`src/rtl/if_id_queue_if.sv`:
```
// Fetch-to-decode handshake bundle: IF-side push channel plus the decode-side output stage.
// master = fetch/decode environment, slave = the queue.
interface if_id_queue_if #(
    parameter int ADDR_W = 32,
    parameter int INST_W = 32,
    parameter int CNT_W  = 3
);
    logic              if_valid;
    logic [ADDR_W-1:0] if_pc;
    logic [INST_W-1:0] if_inst;
    logic              if_ready;
    logic              id_valid;
    logic [ADDR_W-1:0] id_pc;
    logic [INST_W-1:0] id_inst;
    logic [CNT_W-1:0]  count;

    modport master (
        output if_valid, if_pc, if_inst,
        input  if_ready, id_valid, id_pc, id_inst, count
    );

    modport slave (
        input  if_valid, if_pc, if_inst,
        output if_ready, id_valid, id_pc, id_inst, count
    );
endinterface

```
`src/rtl/if_id_queue.sv`:
```
// IF/ID decoupling queue: DEPTH-entry circular buffer feeding a registered decode stage; 2-cycle latency
// (1 cycle on empty queue with IF_ID_QUEUE_BYPASS_EN); if_ready drops only when full, decode stall holds id_*.
module if_id_queue #(
    parameter int ADDR_W = 32,
    parameter int INST_W = 32,
    parameter int DEPTH  = 4,
    localparam int PTR_W = $clog2(DEPTH),
    localparam int CNT_W = PTR_W + 1
) (
    input  logic       clk,
    input  logic       rst,
    input  logic       flush,
    input  logic [5:0] stall,
    if_id_queue_if.slave q
);

    logic [ADDR_W-1:0] pc_mem_q   [DEPTH];
    logic [INST_W-1:0] inst_mem_q [DEPTH];

    logic [PTR_W-1:0]  wr_ptr_q, wr_ptr_d;
    logic [PTR_W-1:0]  rd_ptr_q, rd_ptr_d;
    logic [CNT_W-1:0]  count_q, count_d;
    logic              id_valid_q, id_valid_d;
    logic [ADDR_W-1:0] id_pc_q, id_pc_d;
    logic [INST_W-1:0] id_inst_q, id_inst_d;

    logic if_ready;
    logic push, adv, pop, empty, bypass, wr_en;
    logic unused_stall;

    assign unused_stall = ^{stall[5:3], stall[1:0]};

    // if_ready depends on occupancy only, so IF never sees a combinational path from stall.
    assign if_ready = (count_q != CNT_W'(DEPTH));
    assign push     = q.if_valid & if_ready;
    assign adv      = ~stall[2];
    assign empty    = (count_q == '0);
    assign pop      = adv & ~empty;

`ifdef IF_ID_QUEUE_BYPASS_EN
    assign bypass = adv & empty & push;
`else
    assign bypass = 1'b0;
`endif

    assign wr_en = push & ~bypass;

    always_comb begin
        wr_ptr_d   = wr_ptr_q;
        rd_ptr_d   = rd_ptr_q;
        count_d    = count_q + CNT_W'(wr_en) - CNT_W'(pop);
        id_valid_d = id_valid_q;
        id_pc_d    = id_pc_q;
        id_inst_d  = id_inst_q;

        if (wr_en) begin
            wr_ptr_d = wr_ptr_q + PTR_W'(1);
        end
        if (pop) begin
            rd_ptr_d = rd_ptr_q + PTR_W'(1);
        end

        if (adv) begin
            if (pop) begin
                id_valid_d = 1'b1;
                id_pc_d    = pc_mem_q[rd_ptr_q];
                id_inst_d  = inst_mem_q[rd_ptr_q];
            end else if (bypass) begin
                id_valid_d = 1'b1;
                id_pc_d    = q.if_pc;
                id_inst_d  = q.if_inst;
            end else begin
                id_valid_d = 1'b0;
                id_pc_d    = '0;
                id_inst_d  = '0;
            end
        end
    end

    always_ff @(posedge clk) begin
        if (rst || flush) begin
            wr_ptr_q   <= '0;
            rd_ptr_q   <= '0;
            count_q    <= '0;
            id_valid_q <= 1'b0;
            id_pc_q    <= '0;
            id_inst_q  <= '0;
        end else begin
            wr_ptr_q   <= wr_ptr_d;
            rd_ptr_q   <= rd_ptr_d;
            count_q    <= count_d;
            id_valid_q <= id_valid_d;
            id_pc_q    <= id_pc_d;
            id_inst_q  <= id_inst_d;
        end
    end

    // Storage has no reset; pointers alone define what is live.
    always_ff @(posedge clk) begin
        if (wr_en && !flush && !rst) begin
            pc_mem_q[wr_ptr_q]   <= q.if_pc;
            inst_mem_q[wr_ptr_q] <= q.if_inst;
        end
    end

    assign q.if_ready = if_ready;
    assign q.id_valid = id_valid_q;
    assign q.id_pc    = id_pc_q;
    assign q.id_inst  = id_inst_q;
    assign q.count    = count_q;

`ifndef SYNTHESIS
    always_ff @(posedge clk) begin
        if (!rst) begin
            assert (!(push && count_q == CNT_W'(DEPTH)))
                else $error("push accepted while full");
            assert (count_q <= CNT_W'(DEPTH))
                else $error("count above DEPTH");
        end
    end
`endif

endmodule
```
`src/flat_wrapper.sv`:
```
// flat-port wrapper written by rule: the top's interface ports become plain ports
module if_id_queue_flat 
#(
    parameter int ADDR_W = 32,
    parameter int INST_W = 32,
    parameter int DEPTH  = 4,
    localparam int PTR_W = $clog2(DEPTH),
    localparam int CNT_W = PTR_W + 1
)
  (clk, rst, flush, stall, q_if_valid, q_if_pc, q_if_inst, q_if_ready, q_id_valid, q_id_pc, q_id_inst, q_count);
  if_id_queue_if #(.ADDR_W(ADDR_W), .INST_W(INST_W)) q_i ();
  input  logic clk;
  input  logic rst;
  input  logic flush;
  input  logic [5:0] stall;
  input wire logic [$bits(q_i.if_valid)-1:0] q_if_valid;
  input wire logic [$bits(q_i.if_pc)-1:0] q_if_pc;
  input wire logic [$bits(q_i.if_inst)-1:0] q_if_inst;
  output wire logic [$bits(q_i.if_ready)-1:0] q_if_ready;
  output wire logic [$bits(q_i.id_valid)-1:0] q_id_valid;
  output wire logic [$bits(q_i.id_pc)-1:0] q_id_pc;
  output wire logic [$bits(q_i.id_inst)-1:0] q_id_inst;
  output wire logic [$bits(q_i.count)-1:0] q_count;
  assign q_i.if_valid = q_if_valid;
  assign q_i.if_pc = q_if_pc;
  assign q_i.if_inst = q_if_inst;
  assign q_if_ready = q_i.if_ready;
  assign q_id_valid = q_i.id_valid;
  assign q_id_pc = q_i.id_pc;
  assign q_id_inst = q_i.id_inst;
  assign q_count = q_i.count;
  if_id_queue #(.ADDR_W(ADDR_W), .INST_W(INST_W), .DEPTH(DEPTH)) u_core (.clk(clk), .rst(rst), .flush(flush), .stall(stall), .q(q_i));
endmodule
```
`config.mk`:
```
export PLATFORM = sky130hd
export DESIGN_NAME = if_id_queue_flat
export DESIGN_NICKNAME = d
export VERILOG_FILES = /design/src/rtl/if_id_queue_if.sv /design/src/rtl/if_id_queue.sv /design/src/flat_wrapper.sv
export SDC_FILE = /design/constraint.sdc
export NUM_CORES = 1
export LEC_CHECK = 0
export ABC_CLOCK_PERIOD_IN_PS = 4400
export CORE_ASPECT_RATIO = 0.5
export CORE_MARGIN = 1
export CORE_UTILIZATION = 40
export CTS_CLUSTER_DIAMETER = 50
export DETAILED_ROUTE_END_ITERATION = 8
export SLEW_MARGIN = 20
export SYNTH_ARGS = -nofsm -noshare
export SYNTH_HDL_FRONTEND = slang
export SYNTH_SLANG_ARGS = --single-unit
```
`constraint.sdc`:
```
create_clock -name clk -period 4.4 [get_ports clk]
set_input_delay 0.88 -clock clk [delete_from_list [all_inputs] [get_ports clk]]
set_output_delay 0.88 -clock clk [all_outputs]
set_load 0.01 [all_outputs]
```
==> results of run 1 <==
-- cells in the final DEF (no fill, tap or decap), types with 2 or more instances in the layout --
cell type	Yosys	layout
a22o_1	64	64
nor2_1	5	5
clkinv_1	0	2
dfxtp_4	0	2
a21oi_1	5	5
o21ai_0	3	3
buf_12	0	6
nand3_1	2	2
and3_4	0	4
clkbuf_8	0	8
edfxtp_1	256	256
and2_1	4	3
clkdlybuf4s50_1	0	137
mux4_2	64	64
inv_1	8	8
clkbuf_1	6	5
clkbuf_16	0	29
dfxtp_1	74	72
clkinvlp_4	0	2
buf_4	1	5
clkinv_2	0	3
bufinv_16	0	2
ha_1	6	6
-- metal layers --
layer | track usage [%] | vias up | routed length (µm)
met1 | 19.93 | 2911 | 9707
met3 | 2.887 | 30 | 682
met4 | 3.867 | 0 | 443
met5 | 0 | - | 0
li1 | - | 2521 | -
met2 | 27.25 | 82 | 11800
-- report_power, final --
part / switching, mW / leakage, nW / internal, mW
sequential: 0.0381 / 2.91 / 3.41
clock: 1.08 / 0.468 / 1.46
combinational: 0.142 / 1.25 / 0.185
total: 1.26 / 4.63 / 5.05
-- cell type report --
cell class,instances,area share (%)
sequential,330,63.31
timing repair buffer,148,10.55
tap,382,3.298
multi-input combinational,168,16.00
clock inverter,10,0.7338
clock buffer,42,5.896
inverter,8,0.2072
-- final timing paths --
path,startpoint,end,slack (ps),cells past startpoint
worst max register to register,u_core.q.count[1]$_SDFF_PP0_,u_core.q.count[2]$_SDFF_PP0_,2080,10
worst min register to register,u_core.q.id_pc[13]$_SDFFE_PP0N_,u_core.q.id_pc[13]$_SDFFE_PP0N_,470,1
worst max-delay path,u_core.q.count[2]$_SDFF_PP0_,q_if_ready,1530,3
worst min-delay path,u_core.q.id_pc[13]$_SDFFE_PP0N_,u_core.q.id_pc[13]$_SDFFE_PP0N_,470,1
-- sequential cells by signal (all words and copies together) (netlist names), named ones only --
| name | flops |
|---|---|
| u_core.pc_mem_q | 128 |
| u_core.wr_ptr_q | 2 |
| u_core.rd_ptr_q | 2 |
| u_core.inst_mem_q | 128 |
| u_core.q.id_pc | 32 |
| u_core.q.count | 3 |
| u_core.q.id_inst | 32 |
| u_core.q.id_valid | 1 |
-- logic make-up after synthesis --
| group | Yosys count | synth area share [%] |
|---|---|---|
| buffers and inverters | 36 | 2.104 |
| adders and majority gates | 7 | 0.8118 |
| and+or+nand+nor | 22 | 1.175 |
| DFF | 330 | 78.27 |
| muxes | 64 | 12.31 |
| xor gates and xnor gates | 1 | 0.07478 |
| AOI/OAI and AO/OA | 74 | 5.255 |
-- metrics by stage --
stage               hold slack (ps)  instance area, µm²  setup slack (ps)  util (%)
CTS                           476.7               14490              1494     51.31
floorplan                     449.9               11710              1279         -
global route                  495.0               14490              1347     51.31
global placement              455.9               13530              1267     47.91
detailed placement            460.3               13530              1240     47.91
finish                        471.9               14490              1534     51.31
==> results.ini, run 1 <==
[floorplanning]
core_area_um2=28250
die-area_um2=30010
initial_utilization_pct=41.47
rows=43
die_w_um=244.0
die_h_um=123.0
pin_count=143

[setup_path]
cp_data_arrival_time_ps=1990
critical_path_class=reg -> out
start_kind=flop
critical_path_buf_inv_count=2
slowest_stage=clkdlybuf4s50_1
cp-end-kind=primary output
path_cells=nor3b_1 > inv_1 > clkdlybuf4s50_1
crit_fanout=5
crit_required_ps=3520
crit_family=buffers and inverters
critPathMaxStageDelay_ps=500

[logic_synthesis]
yosysMostFrequentCell=edfxtp_1
synth_ff_type=edfxtp_1
synth.yosys.seq_area_share_pct=78.27
synth_area_leaders=edfxtp_1 66%, dfxtp_1 13%, mux4_2 12%
synthArstFlopShare_pct=0
avgSynthCellArea_um2=21.94
synth_edf_count=256
syn_inst=534
yosys_warnings=0
syn-cell-area_um2=11710
netlist_top_cells_count=256 x edfxtp_1, 74 x dfxtp_1, 64 x a22o_1, 64 x mux4_2, 13 x buf_6
syn_nets=615
synth_top_area_cell=edfxtp_1
synth_top_area_share_pct=65.63
synth-seq-cells=330
ys_types=28

[timing]
skew_ps=15.13
period_needed_ps=2866
hold_violations=0
rsz0062_at_grt=no
slew_headroom_pct=38.64
setup_viol=0
fin_crit_sh_pct=65.13
max_freq_ghz=0.3489
slew_violations=0
setup_tns_ps=0
tightest_slew_ps=920.3

[clock_tree]
cts_tree=yes
worstSkewPairLatency_ps=550
cts_hold_buffers=0
clk_pin_slew_ps=70
cts_max_level=1
clkSinkCount=330
post_cts_buffers=0
cts_root_buf=clkbuf_16
clockBufferDepth=3
numCtsBuffers=28
ctsResizeCount=0

[drt]
postRouteWirelength_um=22630
avgViaCountPerCell=5.096
dr.pass1.iters=4
postRouteAntennaNets=0
drc=0
drt_iter0_drc=359
wl_per_cell_um=20.80
route.vias.total=5544

[hold_path]
hp-class=reg -> reg

[finish]
multi_input_comb_area_um2=2320
area_delta_synth_final_pct=23.73
seqCellArea_um2=9176
final_nets=765
instances_no_fill=1088
drive_above_1_share_pct=18.27
antenna_cells=0
nFillCells=2230

[placement]
dpl.hpwl_um=12870
gp_congestion=0.6767
dp.cells=1036
io_buffer_count=137

[power_and_ir_drop]
power.density_nw_per_um2=435.4
cellLeakagePower_nw=4.628
ir_drop_mv=0.2640
total_power_mw=6.310

[global_route]
grt_pass1_vias=5931
grtUsageTotal_pct=15.45
grt_overflow_total=0
grt_pass1_wl_um=34700
grt_max_degree=46
antenna_found_initial=0

[run_status]
status=finished, final reports clean

[job]
max_cap_violations=0

Note: power is estimated with default switching activity, not from simulation.
==> run 2: changes to the inputs <==
Settings changed: ABC_CLOCK_PERIOD_IN_PS 4400 to 2400.
Clock period 4.4 ns to 2.4 ns, I/O delays scaled along.
==> run 2 against run 1 <==
Compared with the run above: non-clock buffer count up 21; wire length up 3.0%; core utilization rose by 1.1 points; clock power increased by 85%; die area unchanged; cell area rose by 2.1%; sequential power rose by 83%; flip-flop and latch count is the same; hold slack gained 6.0 ps; global-route usage rose by 0.42 points; register-to-register slack got worse by 1800 ps; largest cell class unchanged.
==> results.ini, run 2 (synthesized netlist as in run 1, its figures left out) <==
[run_status]
status=finished, final reports clean

[clock_tree]
numCtsBuffers=29  ; +3.6%
cts_hold_buffers=0  ; unchanged
clockBufferDepth=3  ; unchanged
post_cts_buffers=0  ; unchanged
clkSinkCount=330  ; unchanged
cts_tree=yes
worstSkewPairLatency_ps=540  ; about the same
clk_pin_slew_ps=70  ; about the same
cts_max_level=1  ; unchanged
cts_root_buf=clkbuf_16

[setup_path]
path_cells=clkdlybuf4s50_1
crit_family=buffers and inverters
cp-end-kind=primary output
critical_path_buf_inv_count=1  ; -1
start_kind=flop
slowest_stage=clkdlybuf4s50_1
cp.depth=1  ; -2
cp_data_arrival_time_ps=1690  ; -300 ps
critPathMaxStageDelay_ps=640  ; +140 ps
crit_fanout=5  ; unchanged
critical_path_class=reg -> out
reg2regPathDepth=10  ; unchanged
crit_required_ps=1920  ; -1600 ps

[job]
max_cap_violations=0  ; unchanged

[finish]
final_nets=787  ; +2.9%
postLayoutCellArea_um2=14800  ; +2.1%
final_core_util_pct=52.40  ; +1.1 points
final_common_cell=edfxtp_1
final_cell_mix=256 x edfxtp_1, 136 x clkdlybuf4s50_1, 72 x dfxtp_1, 64 x mux4_2, 64 x a22o_1
area_delta_synth_final_pct=26.36
largest_registers=u_core.inst_mem_q x128, u_core.pc_mem_q x128
drive_above_1_share_pct=21.43  ; +3.2 points
antenna_cells=0  ; unchanged

[drt]
wl_per_cell_um=21.00  ; +0.95%
dr.pass1.iters=4  ; unchanged
drc=0  ; unchanged
drt_iter0_drc=337  ; -6.1%
postRouteAntennaNets=0  ; unchanged
route.vias.total=5657  ; +2.0%
postRouteWirelength_um=23310  ; +3.0%
avgViaCountPerCell=5.096  ; about the same

[global_route]
grt_max_degree=39  ; -15%
grt_overflow_total=0  ; unchanged
grt_pass1_wl_um=35570  ; +2.5%
grt_pass1_vias=5939  ; +0.13%
grtUsageTotal_pct=15.87  ; +0.42 points
antenna_found_initial=0  ; unchanged

[power_and_ir_drop]
seq_power_share_pct=54.0  ; -0.6 points
p_sw_mw=2.362  ; +88%
p_int_mw=9.321  ; +85%
total_power_mw=11.68  ; +85%
cellLeakagePower_nw=4.781  ; +3.3%
combPwrFrac_pct=5.7  ; +0.5 points
clkPwrFrac_pct=40.3  ; about the same
power.density_nw_per_um2=789.3  ; +81%
ir_drop_mv=0.4854  ; +84%
p_sw_share_pct=20.22  ; +0.27 points

[placement]
io_buffer_count=137  ; unchanged
place_area_um2=13820  ; +2.1%
gp_congestion=0.6858  ; +1.3%
dpl.hpwl_um=14120  ; +9.7%

[floorplanning]
pin_count=143  ; unchanged
die-area_um2=30010  ; unchanged
die_h_um=123.0  ; unchanged
core_area_um2=28250  ; unchanged
die_w_um=244.0  ; unchanged
rows=43  ; unchanged
initial_utilization_pct=41.47  ; unchanged

[hold_path]
hp-class=reg -> reg
whs_path_depth=1  ; unchanged

[timing]
tightest_slew_ps=421.3  ; -499.1 ps
rsz0062_at_grt=no
setup_viol=0  ; unchanged
period_needed_ps=2167
fin_crit_sh_pct=90.29
hold_violations=0  ; unchanged
slew_headroom_pct=71.92  ; +33 points
skew_ps=8.334  ; -6.793 ps
slew_violations=0  ; unchanged
max_freq_ghz=0.4615

run 2: power groups by stage:
stage               combinational (mW)  sequential [mW]  clock, mW
floorplan                        0.310             6.43          0
global placement                 0.660             6.42          0
detailed placement               0.676             6.43          0
CTS                              0.680             6.30       4.80
global route                     0.728             6.31       5.04
finish                           0.667             6.30       4.71
run 2: routing by layer:
metal	global-route usage [%]	wire length (µm)	share of wire, %	vias up
met4	3.203	354	1.5	0
met2	27.59	11930	51	123
met5	0	0	0	-
met3	3.104	1156	5.0	29
li1	-	-	-	2575
met1	20.99	9871	42	2930
run 2: area by class of cell:
cell class,count,area (µm²)
Fill cell,2208,13440
Sequential cell,330,9176
Inverter,8,30.03
Timing Repair Buffer,169,1814
Multi-Input combinational cell,168,2331
Clock inverter,16,166.4
Clock buffer,37,805.8
Tap cell,382,478.0
run 2: per-stage QoR:
| stage | setup slack [ps] | setup TNS (ps) | std cells | hold WS (ps) |
|---|---|---|---|---|
| 6_report | 233.1 | 0 | 1110 | 477.9 |
| 5_1_grt | 66.80 | 0 | 1110 | 493.6 |
| 4_1_cts | 16.44 | 0 | 1110 | 482.5 |
| 3_5_place_dp | -91.57 | -91.57 | 1057 | 463.3 |
| 3_3_place_gp | -60.97 | -60.97 | 1057 | 459.9 |
| 2_1_floorplan | 209.6 | 0 | 534 | 449.9 |
run 2: path summary, 6_finish.rpt:
check / to / start / slack [ps]
worst max-delay path: q_count[1] / u_core.q.count[1]$_SDFF_PP0_ / 230
worst min-delay path: u_core.q.id_inst[2]$_SDFFE_PP0N_ / u_core.q.id_inst[2]$_SDFFE_PP0N_ / 480
worst max register to register: u_core.q.count[2]$_SDFF_PP0_ / u_core.q.count[1]$_SDFF_PP0_ / 250
worst min register to register: u_core.q.id_inst[2]$_SDFFE_PP0N_ / u_core.q.id_inst[2]$_SDFFE_PP0N_ / 480
run 2: repair_timing:
action	in CTS	in global routing
cloned	0	0
endpoints found under the hold margin	0	0
setup endpoints to repair	1	1
pin swaps	0	0
gates resized for setup	1	2
==> run 3: changes to the inputs <==
Settings changed: CORE_MARGIN 1 to 3.
==> run 3 against run 2 <==
Compared with the run above: clock power decreased by 2%; global-route usage down 0.98 points; maximum frequency fell by 3.6%; total power decreased by 0.78%; critical path type is now reg -> reg; clock-buffer cell count grew 12; non-clock buffer count is 3 lower; hold slack got worse by 3.7 ps; combinational power is essentially flat; sequential share of layout area unchanged; core utilization stayed put; sequential power hardly changed; wire length fell by 1.4%.
==> results.ini, run 3 (synthesized netlist as in run 1, its figures left out) <==
[run_status]
status=finished, final reports clean

[timing]
hold_violations=0  ; unchanged
slew_violations=0  ; unchanged
period_needed_ps=2248  ; +81.33 ps
skew_ps=8.729  ; +0.3947 ps
fin_crit_sh_pct=93.68  ; +3.4 points
rsz0062_at_grt=no
fin_ws_ps=151.8  ; -81.33 ps
tightest_slew_ps=446.4  ; +25.13 ps
max_freq_ghz=0.4448  ; -3.6%
setup_viol=0  ; unchanged
slew_headroom_pct=70.24  ; -1.7 points

[placement]
gp_congestion=0.7222  ; +5.3%
dpl.hpwl_um=14110  ; -0.12%
place_ws_ps=-85.17  ; +6.407 ps
place_area_um2=13830  ; +0.11%
io_buffer_count=137  ; unchanged

[finish]
largest_registers=u_core.inst_mem_q x128, u_core.pc_mem_q x128
postLayoutCellArea_um2=14800  ; unchanged
final_nets=785  ; -0.25%
drive_above_1_share_pct=19.39  ; -2.0 points
final_common_cell=edfxtp_1
final_core_util_pct=52.40  ; unchanged
area_delta_synth_final_pct=26.36  ; unchanged
nFillCells=2242  ; +1.5%
final_cell_mix=256 x edfxtp_1, 136 x clkdlybuf4s50_1, 72 x dfxtp_1, 64 x mux4_2, 64 x a22o_1
antenna_cells=0  ; unchanged

[clock_tree]
post_cts_buffers=0  ; unchanged
clk_pin_slew_ps=60  ; about the same
clkSinkCount=330  ; unchanged
cts_root_buf=clkbuf_16
clockBufferDepth=3  ; unchanged
numCtsBuffers=30  ; +3.4%
cts_max_level=1  ; unchanged
worstSkewPairLatency_ps=550  ; about the same
cts_tree=yes

[drt]
avgViaCountPerCell=5.108  ; +0.23%
route.vias.total=5665  ; +0.14%
dr_wl_met2_um=11450  ; -4.0%
drt_iter0_drc=329  ; -2.4%
postRouteAntennaNets=0  ; unchanged
dr.pass1.iters=4  ; unchanged
drc=0  ; unchanged
wl_met1_um=10250  ; +3.8%
route.met3.wl_um=924  ; -20%
wl_per_cell_um=20.73  ; -1.3%
postRouteWirelength_um=22990  ; -1.4%
top_layer=met4

[floorplanning]
die_w_um=248.0  ; +1.6%
pin_count=143  ; unchanged
die-area_um2=31500  ; +4.9%
die_h_um=127.0  ; +3.3%
rows=43  ; unchanged
initial_utilization_pct=41.47  ; unchanged
core_area_um2=28250  ; unchanged

[power_and_ir_drop]
power.density_nw_per_um2=783.2  ; -0.78%
cellLeakagePower_nw=4.756  ; -0.51%
ir_drop_mv=0.5031  ; +3.7%

[setup_path]
cp_data_arrival_time_ps=2720  ; +1030 ps
crit_fanout=6  ; +1
critical_path_class=reg -> reg
cp-end-kind=flop
slowest_stage=fa_1
critPathMaxStageDelay_ps=400  ; -240 ps
start_kind=flop
path_cells=nor3_4 > nor2_1 > ha_1 > inv_1 > ha_1 > inv_1 > fa_1 > xor2_1 > and2_1 > nor3_1
crit_required_ps=2870  ; +950 ps

[global_route]
grtUsageTotal_pct=14.89  ; -0.98 points
antenna_found_initial=0  ; unchanged
grt_pass1_vias=6121  ; +3.1%
grt_max_degree=65  ; +67%
grt_pass1_wl_um=35650  ; +0.23%
grt_overflow_total=0  ; unchanged

[hold_path]
hp-class=reg -> reg

[job]
max_cap_violations=0  ; unchanged

[run 3: cell count changes in the layout (fill, tap and decap cells not counted), sizes merged]
cell      before  now
clkinvlp       3    0
bufinv         3    2
clkinv        10    4
clkbuf        37   49
buf           32   29
[run 3: worst paths after layout]
kind                                                        start                                 to  cells past startpoint  slack, ps
worst min-delay path            u_core.q.id_inst[13]$_SDFFE_PP0N_  u_core.q.id_inst[13]$_SDFFE_PP0N_                      1        470
worst max register to register       u_core.q.count[2]$_SDFF_PP0_       u_core.q.count[2]$_SDFF_PP0_                     10        150
worst max-delay path                 u_core.q.count[2]$_SDFF_PP0_       u_core.q.count[2]$_SDFF_PP0_                     10        150
worst min register to register  u_core.q.id_inst[13]$_SDFFE_PP0N_  u_core.q.id_inst[13]$_SDFFE_PP0N_                      1        470
[run 3: through the flow]
stage,std cells,hold slack (ps),total power [mW],setup TNS [ps]
6_report,1109,474.2,11.59,0
5_1_grt,1109,494.8,12.01,0
4_1_cts,1109,481.4,11.73,0
3_5_place_dp,1054,462.7,7.096,-85.17
3_3_place_gp,1054,458.0,7.075,-49.19
2_1_floorplan,534,449.9,6.740,0
[run 3: power breakdown]
group	internal [mW]	total, mW	switching [mW]
Combinational	0.374	0.664	0.290
Clock	2.68	4.62	1.94
Sequential	6.25	6.31	0.0566
[run 3: critical path: cells and delay by family, from the launching register on]
family / cells / cell delay, ps
simple gates: 4 / 710
flops: 1 / 370
fa+ha+maj: 3 / 830
buf+inv: 2 / 110
xor+xnor: 1 / 160
[run 3: area by class of cell]
| class | instances | area [µm²] | area share, % |
|---|---|---|---|
| repair buffers | 166 | 1829 | 12.36 |
| flip-flops and latches | 330 | 9176 | 61.99 |
| inverters | 8 | 30.03 | 0.2029 |
| well taps | 382 | 478.0 | 3.229 |
| clock inverters | 6 | 77.57 | 0.5241 |
| clock buffers | 49 | 873.3 | 5.900 |
| multi-input cells | 168 | 2337 | 15.79 |
[run 3: routing by layer]
layer | vias to the layer above | GRT usage [%]
li1 | 2562 | -
met1 | 2963 | 20.64
met2 | 110 | 24.84
met3 | 30 | 3.020
met4 | 0 | 2.843
met5 | - | 0
[run 3: timing repair]
item / 4_1_cts / 5_1_grt
endpoints found under the setup margin: 1 / 2
hold buffers: 0 / 0
gates resized for setup: 2 / 2
pin swaps: 0 / 0
